File: config.mk
export PLATFORM = sky130hd
export DESIGN_NAME = z80_io_responder
export DESIGN_NICKNAME = d
export VERILOG_FILES = /design/src/rtl/z80_io_responder.sv
export SDC_FILE = /design/constraint.sdc
export NUM_CORES = 1
export LEC_CHECK = 0
export ABC_AREA = 1
export CAP_MARGIN = 20
export CORE_ASPECT_RATIO = 1.4
export CORE_MARGIN = 3
export CORE_UTILIZATION = 48
export CTS_CLUSTER_DIAMETER = 150
export DETAILED_ROUTE_END_ITERATION = 7
export PLACE_DENSITY = 0.86
export SETUP_SLACK_MARGIN = 0.02
export SYNTH_ARGS = -nofsm -noshare
export SYNTH_HDL_FRONTEND = slang
export SYNTH_SLANG_ARGS = --single-unit
File: constraint.sdc
create_clock -name CLK -period 1.8 [get_ports CLK]
set_input_delay 0.54 -clock CLK [delete_from_list [all_inputs] [get_ports CLK]]
set_output_delay 0.54 -clock CLK [all_outputs]
set_load 0.02 [all_outputs]
File: src/rtl/z80_io_responder.sv
// Z80 I/O target: answers IN/OUT cycles to a small register window, inserts
// programmable wait states, and supplies an interrupt vector on acknowledge.
//
// state    | meaning
// ---------+----------------------------------------------------------
// S_IDLE   | no cycle in progress, watching for a window hit or intack
// S_WAIT   | holding nWAIT low while the wait-state counter runs down
// S_ACCESS | register write or read-data launch happens on this edge
// S_DONE   | read data held on the bus until nIORQ is released
// S_ACK    | interrupt vector driven until nIORQ is released
module z80_io_responder #(
    parameter logic [7:0] PORT_BASE   = 8'h10,
    parameter int         NUM_REGS    = 4,
    parameter int         WAIT_STATES = 2,
    parameter logic [7:0] VECTOR      = 8'hFF
) (
    input  logic                  CLK,
    input  logic                  nRESET,
    input  logic [7:0]            A,
    input  logic [7:0]            D_in,
    output logic [7:0]            D_out,
    output logic                  D_oe,
    input  logic                  nIORQ,
    input  logic                  nRD,
    input  logic                  nWR,
    input  logic                  nM1,
    output logic                  nWAIT,
    output logic                  nINT,
    input  logic                  irq_req,
    output logic [NUM_REGS*8-1:0] regs_out
);

    localparam int IDX_W = $clog2(NUM_REGS);
    localparam logic [3:0] WAIT_INIT = (WAIT_STATES > 0) ? 4'(WAIT_STATES - 1) : 4'd0;

    typedef enum logic [2:0] {
        S_IDLE,
        S_WAIT,
        S_ACCESS,
        S_DONE,
        S_ACK
    } state_t;

    state_t             state_q, state_d;
    logic [IDX_W-1:0]   idx_q, idx_d;
    logic               wr_q, wr_d;
    logic [3:0]         cnt_q, cnt_d;
    logic               nwait_q, nwait_d;
    logic               doe_q, doe_d;
    logic [7:0]         dout_q, dout_d;
    logic               pend_q, pend_d;
    logic               ie_q, ie_d;
    logic               nint_q, nint_d;
    // Slot 0 is the CTRL register (ie/pending), so data storage starts at 1.
    logic [7:0]         regs_q [1:NUM_REGS-1];
    logic [7:0]         regs_d [1:NUM_REGS-1];

    logic io_rd, io_wr, intack, match, pend_clr, strobe_held;

    // Bus decode, next-state and next-output computation.
    always_comb begin
        io_rd       = ~nIORQ & ~nRD & nM1;
        io_wr       = ~nIORQ & ~nWR & nM1;
        intack      = ~nIORQ & ~nM1;
        match       = (A[7:IDX_W] == PORT_BASE[7:IDX_W]);
        strobe_held = wr_q ? io_wr : io_rd;

        state_d  = state_q;
        idx_d    = idx_q;
        wr_d     = wr_q;
        cnt_d    = cnt_q;
        nwait_d  = nwait_q;
        doe_d    = doe_q;
        dout_d   = dout_q;
        ie_d     = ie_q;
        regs_d   = regs_q;
        pend_clr = 1'b0;

        case (state_q)
            S_IDLE: begin
                if ((io_rd | io_wr) & match) begin
                    idx_d = A[IDX_W-1:0];
                    wr_d  = io_wr;
                    if (WAIT_STATES > 0) begin
                        state_d = S_WAIT;
                        cnt_d   = WAIT_INIT;
                        nwait_d = 1'b0;
                    end else begin
                        state_d = S_ACCESS;
                    end
                end else if (intack & pend_q & ie_q) begin
                    state_d = S_ACK;
                    doe_d   = 1'b1;
                    dout_d  = VECTOR;
                end
            end
            S_WAIT: begin
                // A withdrawn strobe aborts the cycle with no side effects.
                if (!strobe_held) begin
                    nwait_d = 1'b1;
                    state_d = S_IDLE;
                end else if (cnt_q == 4'd0) begin
                    nwait_d = 1'b1;
                    state_d = S_ACCESS;
                end else begin
                    cnt_d = cnt_q - 4'd1;
                end
            end
            S_ACCESS: begin
                if (wr_q) begin
                    if (idx_q == '0) begin
                        ie_d     = D_in[1];
                        pend_clr = D_in[0];
                    end else begin
                        regs_d[idx_q] = D_in;
                    end
                end else begin
                    doe_d  = 1'b1;
                    dout_d = (idx_q == '0) ? {6'b0, ie_q, pend_q} : regs_q[idx_q];
                end
                state_d = S_DONE;
            end
            S_DONE: begin
                if (nIORQ) begin
                    doe_d   = 1'b0;
                    state_d = S_IDLE;
                end
            end
            S_ACK: begin
                if (nIORQ) begin
                    pend_clr = 1'b1;
                    doe_d    = 1'b0;
                    state_d  = S_IDLE;
                end
            end
            default: state_d = S_IDLE;
        endcase

        // A new request wins over any clear arriving on the same edge.
        pend_d = irq_req | (pend_q & ~pend_clr);
        nint_d = ~(pend_d & ie_d);
    end

    // State and registered outputs, all cleared asynchronously.
    always_ff @(posedge CLK or negedge nRESET) begin
        if (!nRESET) begin
            state_q <= S_IDLE;
            idx_q   <= '0;
            wr_q    <= 1'b0;
            cnt_q   <= 4'd0;
            nwait_q <= 1'b1;
            doe_q   <= 1'b0;
            dout_q  <= 8'h00;
            pend_q  <= 1'b0;
            ie_q    <= 1'b0;
            nint_q  <= 1'b1;
            for (int i = 1; i < NUM_REGS; i++) begin
                regs_q[i] <= 8'h00;
            end
        end else begin
            state_q <= state_d;
            idx_q   <= idx_d;
            wr_q    <= wr_d;
            cnt_q   <= cnt_d;
            nwait_q <= nwait_d;
            doe_q   <= doe_d;
            dout_q  <= dout_d;
            pend_q  <= pend_d;
            ie_q    <= ie_d;
            nint_q  <= nint_d;
            for (int i = 1; i < NUM_REGS; i++) begin
                regs_q[i] <= regs_d[i];
            end
        end
    end

    // Flatten register contents; the CTRL slot is shown as zeros.
    always_comb begin
        regs_out = '0;
        for (int i = 1; i < NUM_REGS; i++) begin
            regs_out[i*8 +: 8] = regs_q[i];
        end
    end

    assign D_out = dout_q;
    assign D_oe  = doe_q;
    assign nWAIT = nwait_q;
    assign nINT  = nint_q;

endmodule

# Word-level counts from Yosys, hierarchy flattened
# Index checks and enable logic that the tools add are counted.
dict set report word_totals {
  reg_bits 47
  out_inout_bits 43
  elab_cells 103
}
dict set report op_classes {
  add_sub_neg 1
  order_cmp 2
  eq_ne 14
  muxes 38
  bitwise_logic 20
  reduce_logical 15
}
# op count
set op_table {}
lappend op_table {{8-bit two-way mux} 7}
lappend op_table {{24-bit bitwise mux} 1}
lappend op_table {{8-bit binary-select mux with 2-bit select} 1}
lappend op_table {{8-bit demux with 2-bit select} 1}
lappend op_table {{8-bit one-hot mux with 2 select lines} 1}
lappend op_table {{3-bit two-way mux} 5}
lappend op_table {{1-bit two-way mux} 14}
lappend op_table {{4-bit two-way mux} 3}
lappend op_table {{2-bit inequality test (second input constant)} 6}
lappend op_table {{3-bit one-hot mux with 4 select lines} 1}
lappend op_table {{1-bit AND} 10}
lappend op_table {{3-bit AND reduction} 3}
lappend op_table {{4-bit one-hot mux with 2 select lines} 1}
lappend op_table {{4-bit AND reduction} 2}
lappend op_table {{1-bit NOT} 7}
lappend op_table {{3-bit by 2-bit equality test with 1-bit output (second input constant)} 2}
lappend op_table {{6-bit by 3-bit equality test with 1-bit output (second input constant)} 1}
lappend op_table {{3-bit inequality test (second input constant)} 2}
lappend op_table {{5-bit AND reduction} 1}
lappend op_table {{4-bit zero test} 1}
lappend op_table {{1-bit one-hot mux with 2 select lines} 2}
lappend op_table {{2-bit nonzero test} 2}
lappend op_table {{4-bit by 1-bit subtractor with 4-bit output (second input constant)} 1}
lappend op_table {{3-bit by 1-bit equality test with 1-bit output (second input constant)} 1}
lappend op_table {{other kinds (13)} 14}

# Logic depth before layout (Yosys ltp)
# Gate-level depths: netlist (run 1).
dict set report depth {
  ltp_word 9
  mapped_depth 9
  ltp_nobuf 9
}

# Worst setup path after synthesis (run 1)
# No wires, ideal clock.
dict set report synth_timing {
  kind {input to register}
  startpoint {input A[3]}
  endpoint {register cnt_q[2]}
  setup_ns 0.117
  arrival_ns 1.363
  required_time_ns 1.683
  setup_slack_ns 0.321
  cell_stages 7
  path_buffers 0
  cell_sequence {or2_2 nor2_1 nand3_2 nand2_2 nand2_1 nand2_1 nand2_1}
}
dict set report synth_via {
  elab_chain_len 4
}
# item line
set synth_lines {}
lappend synth_lines {{start: declaration} 19} ;# input logic [7:0] A,
lappend synth_lines {{6-bit by 3-bit equality test with 1-bit output} 65} ;# match = (A[7:IDX_W] == PORT_BASE[7:IDX_W]);
lappend synth_lines {{1-bit AND} 81} ;# if ((io_rd | io_wr) & match) begin
lappend synth_lines {{2-bit inequality test (no line)} --}
lappend synth_lines {{4-bit AND reduction (no line)} --}
lappend synth_lines {{end signal: assignment} 164} ;# cnt_q <= cnt_d;
lappend synth_lines {{end: declaration} 47} ;# logic [3:0] cnt_q, cnt_d;
# Every way passes these cells.
# A chain may end at the register's enable or synchronous reset.

# Worst setup path after layout (run 1)
dict set report layout_timing {
  startpoint {register nwait_q (netlist: nWAIT)}
  endpoint {output nWAIT}
}
# item line
set layout_rtl {}
lappend layout_rtl {{start: declaration} 48} ;# logic nwait_q, nwait_d;
lappend layout_rtl {{start signal: assignment} 165} ;# nwait_q <= nwait_d;
lappend layout_rtl {{end: declaration} 27} ;# output logic nWAIT,
# No word-level cell between the ends.

==> results of run 1 <==
-- cells in the final DEF, fill, tap and decap left out, types with 2 or more instances in the layout --
master | synthesis | routed
sky130_fd_sc_hd__nand2_1 | 96 | 95
sky130_fd_sc_hd__dfrtp_1 | 45 | 45
sky130_fd_sc_hd__dlygate4sd2_1 | 0 | 35
sky130_fd_sc_hd__inv_1 | 29 | 29
sky130_fd_sc_hd__clkdlybuf4s50_1 | 0 | 21
sky130_fd_sc_hd__o21ai_2 | 14 | 14
sky130_fd_sc_hd__nor2_1 | 14 | 12
sky130_fd_sc_hd__o21ai_1 | 12 | 12
sky130_fd_sc_hd__nand3_1 | 9 | 9
sky130_fd_sc_hd__nand4_1 | 8 | 8
sky130_fd_sc_hd__conb_1 | 1 | 8
sky130_fd_sc_hd__a21oi_1 | 6 | 6
sky130_fd_sc_hd__buf_4 | 8 | 6
sky130_fd_sc_hd__o21a_1 | 5 | 5
sky130_fd_sc_hd__o21ai_0 | 5 | 5
sky130_fd_sc_hd__clkbuf_8 | 0 | 5
sky130_fd_sc_hd__nand2_4 | 3 | 3
sky130_fd_sc_hd__nand2_2 | 2 | 3
sky130_fd_sc_hd__nor2_2 | 1 | 3
sky130_fd_sc_hd__nor3_1 | 2 | 2
sky130_fd_sc_hd__nand3_4 | 2 | 2
sky130_fd_sc_hd__a31oi_1 | 2 | 2
sky130_fd_sc_hd__or2_2 | 2 | 2
sky130_fd_sc_hd__ha_1 | 2 | 2
sky130_fd_sc_hd__dfstp_2 | 2 | 2
-- state kept, by name (all words and copies together) (netlist names), 2 cells and up --
| signal | count |
|---|---|
| D_out | 8 |
| regs_out | 24 |
| idx_q | 2 |
| cnt_q | 4 |
| state_q | 3 |
-- layer usage --
metal	wire (um)	share of wire [%]
met5	0	0
met4	139	2.5
met3	302	5.4
met2	2850	51
met1	2310	41
-- per-stage QoR --
| step | setup WS (ns) | setup TNS, ns | std cells | area (um^2) |
|---|---|---|---|---|
| 2_1_floorplan | 0.321 | 0 | 287 | 2420 |
| 3_3_place_gp | -0.146 | -1.50 | 402 | 3030 |
| 3_5_place_dp | -0.188 | -2.00 | 402 | 3030 |
| 4_1_cts | 0.0927 | 0 | 410 | 3100 |
| 5_1_grt | 0.0335 | 0 | 410 | 3110 |
| 6_report | 0.101 | 0 | 410 | 3110 |
-- logic make-up (layout without fill, tap and decap cells) --
family | after synthesis | in the layout
DFF | 47 | 47
other | 1 | 8
xor gates and xnor gates | 1 | 1
and+or+nand+nor | 143 | 143
adders and majority gates | 2 | 2
AOI/OAI and AO/OA | 45 | 45
buffers and inverters | 41 | 102
-- power by group --
part / internal [uW] / switching (uW)
combinational: 394 / 672
clock: 414 / 359
sequential: 1220 / 144
total: 2030 / 1170
-- cell type report --
cell class	instances	area (um^2)	share of cell area (%)
inverter	30	113	3.62
tap	62	77.6	2.49
multi-input combinational	199	1040	33.5
clock inverter	3	43.8	1.41
timing repair buffer	64	587	18.9
clock buffer	5	68.8	2.21
sequential	47	1180	37.9
-- final timing paths --
check / to / from
setup / recovery: nWAIT / nWAIT
hold / removal: wr_q / nRESET
setup reg to reg: D_out[5] / state_q[1]
hold reg to reg: nWAIT / nWAIT
max in group asynchronous: regs_out[23] / nRESET
min in group CLK: nWAIT / nWAIT
-- what timing repair did --
| item | 4_1_cts | 5_1_grt |
|---|---|---|
| setup endpoints to repair | 35 | 5 |
| setup buffers | 0 | 0 |
| gates resized for setup | 35 | 3 |
| hold buffers | 0 | 0 |
| gates cloned | 0 | 0 |
==> insert_results.sql, run 1 <==
INSERT INTO impl_metrics (metric_group, metric, value, unit) VALUES
('placed_design', 'globalplace.congestion', '0.884', ''),
('floorplanning', 'die-height', '89.6', 'um'),
('layout', 'diodes', '0', ''),
('global_route', 'globalRouteTotalUtil', '20.7', '%'),
('floorplanning', 'die_area', '5880', 'um^2'),
('worst_setup_path', 'slowest_cell_on_crit_path', 'sky130_fd_sc_hd__dfstp_2', ''),
('worst_setup_path', 'crit_path_buffers_inverters', '1', ''),
('clock_tree', 'clk_transition_reported_paths', '0.09', 'ns'),
('logic_synthesis', 'post_synth.cell_area_avg', '8.55', 'um^2'),
('logic_synthesis', 'ys_warn_count', '0', ''),
('global_route', 'gr-usage-met2', '36.3', '%'),
('timing', 'fin_worst_hold_slack', '0.182', 'ns'),
('worst_setup_path', 'cp_peak_stage_delay', '0.54', 'ns'),
('layout', 'layout-drive-gt1-share', '14.4', '%'),
('layout', 'layout.filler_cells', '400', ''),
('drt', 'route.detailed.wl_per_inst', '13.7', 'um'),
('worst_setup_path', 'cp_data_arrival_time', '1.16', 'ns'),
('logic_synthesis', 'synth_area', '2390', 'um^2'),
('worst_setup_path', 'crit_cells', '1', ''),
('logic_synthesis', 'synth-compound-area-share', '12.3', '%'),
('floorplanning', 'fp-row-count', '29', ''),
('worst_setup_path', 'cp-start-kind', 'flop', ''),
('logic_synthesis', 'synth-adder-area-share', '1.05', '%'),
('logic_synthesis', 'muxShareOfSynthArea', '0', '%'),
('timing', 'hold_violation_total_from_the_final_report', '0', ''),
('layout', 'area.growth.synth_to_final', '30.0', '%'),
('global_route', 'pin_count_of_the_biggest_net_entering_global_routing', '30', ''),
('floorplanning', 'die_width', '65.7', 'um'),
('drt', 'firstDrtPassIters', '4', ''),
('drt', 'detail_route.wirelength', '5600', 'um'),
('global_route', 'globalRouteMet3Util', '4.40', '%'),
('global_route', 'grt_pass1_vias', '2000', ''),
('timing', 'post-route-period-util', '94.4', '%'),
('timing', 'slew_viol_final', '0', ''),
('flow_run', 'max_cap_violations', '0', ''),
('pwr', 'worst_ir_drop_vdd', '636', 'uV'),
('placed_design', 'port_buffers', '57', ''),
('timing', 'unrepaired_setup_endpoints_after_global_routing', 'no', ''),
('global_route', 'grt.busiest_layer', 'met2', ''),
('logic_synthesis', 'synth.most_common_cell', 'sky130_fd_sc_hd__nand2_1', ''),
('timing', 'post-route-min-period', '1.70', 'ns'),
('worst_setup_path', 'timing.reg2reg.setup_slack', '0.35', 'ns'),
('worst_setup_path', 'cp_max_fo', '2', ''),
('outcome', 'status', 'finished clean', ''),
('timing', 'setup_viol', '0', ''),
('logic_synthesis', 'post_synthesis_sequential_area_ratio', '49.2', '%'),
('logic_synthesis', 'postSynth.asyncResetShare', '100', '%'),
('clock_tree', 'max-clock-path-buffers', '2', ''),
('clock_tree', 'tritoncts', 'yes', ''),
('worst_setup_path', 'critical_path.cell_chain', 'dlygate4sd2_1', ''),
('logic_synthesis', 'yosysTopAreaCell', 'sky130_fd_sc_hd__dfrtp_1', ''),
('global_route', 'grt_antenna_before_repair', '0', ''),
('logic_synthesis', 'netlist_instances', '280', ''),
('pwr', 'pwr_density_cell', '1030', 'nW/um^2'),
('clock_tree', 'clk-insertion-delay-late', '0.30', 'ns'),
('worst_hold_path', 'timing.hold.worst.class', 'in2async', ''),
('logic_synthesis', 'xor_xnor_portion_of_the_synthesized_cell_area', '0.366', '%'),
('clock_tree', 'max_h_tree_level', '2', ''),
('logic_synthesis', 'post_synth_edffs', '0', ''),
('clock_tree', 'cts_num_sinks', '47', ''),
('drt', 'drt-initial-drc-count', '105', ''),
('timing', 'fmax', '589', 'MHz'),
('floorplanning', 'core-area', '4680', 'um^2'),
('layout', 'final_nets', '372', ''),
('clock_tree', 'root_buffer_cell', 'sky130_fd_sc_hd__clkbuf_8', ''),
('worst_setup_path', 'timing.critical_path.to_type', 'output pin', ''),
('drt', 'route.antenna.remaining_nets', '0', ''),
('global_route', 'globalRouteMet1Util', '24.2', '%'),
('floorplanning', 'number_of_primary_i_o_pins', '66', ''),
('logic_synthesis', 'number_of_distinct_library_cells_after_synthesis', '30', ''),
('clock_tree', 'cts_inserted_buffers', '5', '');
Power figures use the tool's default switching activity.
==> run 2, diff against run 1 <==
Settings changed: CORE_MARGIN 3 to default.
==> run 2 against run 1 <==
  * Clock skew grew 0.0030 ns
  * Combinational power is essentially flat
  * Fmax shrank 0.18%
  * Count of clock-buffer cells in the layout grew 1
  * Total power grew 1.6%
==> insert_results.sql, run 2 (synthesized netlist as in run 1, its figures left out) <==
INSERT INTO impl_metrics (metric_group, metric, value, unit) VALUES
('clock_tree', 'postCtsSetupBuffers', '0', ''),
('floorplanning', 'die-height', '85.6', 'um'),
('drt', 'remaining_drc_errors', '0', ''),
('timing', 'post-route-min-period', '1.70', 'ns'),
('global_route', 'grt_antenna_before_repair', '0', ''),
('drt', 'route.antenna.remaining_nets', '0', ''),
('layout', 'final_core_util', '65.5', '%'),
('outcome', 'status', 'finished clean', ''),
('worst_setup_path', 'critical_path_class', 'reg2out', ''),
('drt', 'drt-initial-drc-count', '80', ''),
('clock_tree', 'cts_inserted_buffers', '5', ''),
('drt', 'vias', '2074', ''),
('floorplanning', 'die_width', '61.7', 'um'),
('worst_setup_path', 'cp_peak_stage_delay', '0.53', 'ns'),
('global_route', 'overflow', '0', ''),
('timing', 'hold_violation_total_from_the_final_report', '0', ''),
('global_route', 'pin_count_of_the_biggest_net_entering_global_routing', '48', ''),
('timing', 'clock-skew-final', '0.00686', 'ns'),
('global_route', 'globalRouteTotalUtil', '22.9', '%'),
('layout', 'mostFrequentLayoutCells', 'sky130_fd_sc_hd__nand2_1, sky130_fd_sc_hd__dfrtp_1, sky130_fd_sc_hd__dlygate4sd2_1, sky130_fd_sc_hd__inv_1, sky130_fd_sc_hd__clkdlybuf4s50_1', ''),
('pwr', 'worst_ir_drop_vdd', '714', 'uV'),
('worst_setup_path', 'cp_max_fo', '2', ''),
('worst_setup_path', 'cp-start-kind', 'flop', ''),
('layout', 'area.growth.synth_to_final', '31.6', '%'),
('drt', 'detail_route.vias_per_cell', '5.02', ''),
('clock_tree', 'root_buffer_cell', 'sky130_fd_sc_hd__clkbuf_8', ''),
('pwr', 'total_leakage_power', '0.00153', 'uW'),
('worst_setup_path', 'timing.critical_path.to_type', 'output pin', ''),
('floorplanning', 'number_of_primary_i_o_pins', '66', ''),
('worst_setup_path', 'cp_data_arrival_time', '1.16', 'ns'),
('timing', 'unrepaired_setup_endpoints_after_global_routing', 'no', ''),
('placed_design', 'post-place-ws', '-0.216', 'ns'),
('timing', 'final_critical_path_setup_slack', '0.0983', 'ns'),
('placed_design', 'dpl_cell_area', '3060', 'um^2'),
('layout', 'final_area', '3150', 'um^2'),
('layout', 'final_common_cell', 'sky130_fd_sc_hd__nand2_1', ''),
('floorplanning', 'core-area', '4800', 'um^2'),
('placed_design', 'post-place-cells', '405', ''),
('clock_tree', 'tritoncts', 'yes', ''),
('worst_setup_path', 'critical_path.cell_chain', 'dlygate4sd2_1', ''),
('placed_design', 'hpwlAfterDp', '4070', 'um'),
('drt', 'route.detailed.wl_per_inst', '13.3', 'um'),
('timing', 'setup_viol', '0', ''),
('timing', 'post-route-period-util', '94.5', '%'),
('flow_run', 'max_cap_violations', '0', ''),
('floorplanning', 'die_area', '5280', 'um^2'),
('clock_tree', 'max-clock-path-buffers', '2', ''),
('global_route', 'grt_pass1_wl', '9030', 'um'),
('layout', 'final_nets', '373', ''),
('clock_tree', 'max_h_tree_level', '2', ''),
('drt', 'detail_route.wirelength', '5500', 'um'),
('clock_tree', 'cts_num_sinks', '47', ''),
('clock_tree', 'clk_transition_reported_paths', '0.09', 'ns'),
('layout', 'diodes', '0', ''),
('layout', 'finish.cell_count_without_fillers', '413', ''),
('floorplanning', 'fp-row-count', '30', ''),
('floorplanning', 'initial_core_util', '49.8', '%'),
('worst_setup_path', 'cp_top_family', 'flip-flops', ''),
('clock_tree', 'cts.repair.resized', '35', ''),
('layout', 'max_reg_flops', '24', ''),
('timing', 'fmax', '588', 'MHz'),
('worst_setup_path', 'worstPathRequired', '1.26', 'ns'),
('worst_setup_path', 'slowest_cell_on_crit_path', 'sky130_fd_sc_hd__dfstp_2', ''),
('pwr', 'pwr_density_cell', '1030', 'nW/um^2'),
('clock_tree', 'cts-hold-fix-buffers', '0', ''),
('placed_design', 'globalplace.congestion', '0.832', ''),
('placed_design', 'port_buffers', '57', ''),
('clock_tree', 'clk-insertion-delay-late', '0.30', 'ns'),
('timing', 'slew_viol_final', '0', ''),
('worst_setup_path', 'crit_path_buffers_inverters', '1', ''),
('layout', 'layout-drive-gt1-share', '14.6', '%'),
('global_route', 'grt_pass1_vias', '2086', ''),
('drt', 'firstDrtPassIters', '5', ''),
('worst_hold_path', 'timing.hold.worst.class', 'in2async', '');
==> run 2: cell count changes in the layout (fill, tap and decap cells not counted) <==
cell	change
sky130_fd_sc_hd__clkinv_4	-1
sky130_fd_sc_hd__buf_12	+1
sky130_fd_sc_hd__nand2_2	-1
sky130_fd_sc_hd__clkinv_2	-1
sky130_fd_sc_hd__clkbuf_8	+1
sky130_fd_sc_hd__nand2_4	+1
sky130_fd_sc_hd__dlymetal6s2s_1	+1
sky130_fd_sc_hd__clkdlybuf4s50_1	-1
sky130_fd_sc_hd__inv_6	+1
==> run 2: report_power, final <==
part / switching, uW / internal, uW
sequential: 143 / 1220
combinational: 664 / 411
clock: 358 / 457
==> run 2: cell type report <==
type | instances | area, um^2
Multi-Input combinational cell | 199 | 1050
Clock buffer | 6 | 82.6
Inverter | 30 | 113
Sequential cell | 47 | 1180
Timing Repair Buffer | 65 | 609
Clock inverter | 2 | 38.8
Tap cell | 64 | 80.1
Fill cell | 439 | 1660
==> run 2: final timing paths <==
kind	startpoint	endpoint	slack [ns]	depth (start not counted)
worst max-delay path	nWAIT	nWAIT	0.1	1
worst min-delay path	nRESET	regs_out[29]	0.20	2
worst max register to register	wr_q	D_out[0]	0.34	6
worst min register to register	nWAIT	nWAIT	0.47	2
max in group asynchronous	nRESET	nINT	1.31	2
min in group CLK	nWAIT	nWAIT	0.47	2
==> run 2: per-layer routing <==
layer | wire [um] | vias to the layer above | GRT usage [%]
met3 | 297 | 11 | 5.28
met1 | 2100 | 980 | 25.3
met4 | 99 | 0 | 7.27
met2 | 3010 | 66 | 41.6
li1 | - | 1017 | -
met5 | 0 | - | 0
==> run 2: through the flow <==
step                setup TNS, ns  hold WS, ns  total power [uW]
CTS                             0        0.210              3270
finish                          0        0.196              3260
global placement            -1.48        0.456              2480
detailed placement          -2.09        0.460              2510
floorplan                       0        0.244              2060
global route                    0        0.214              3450
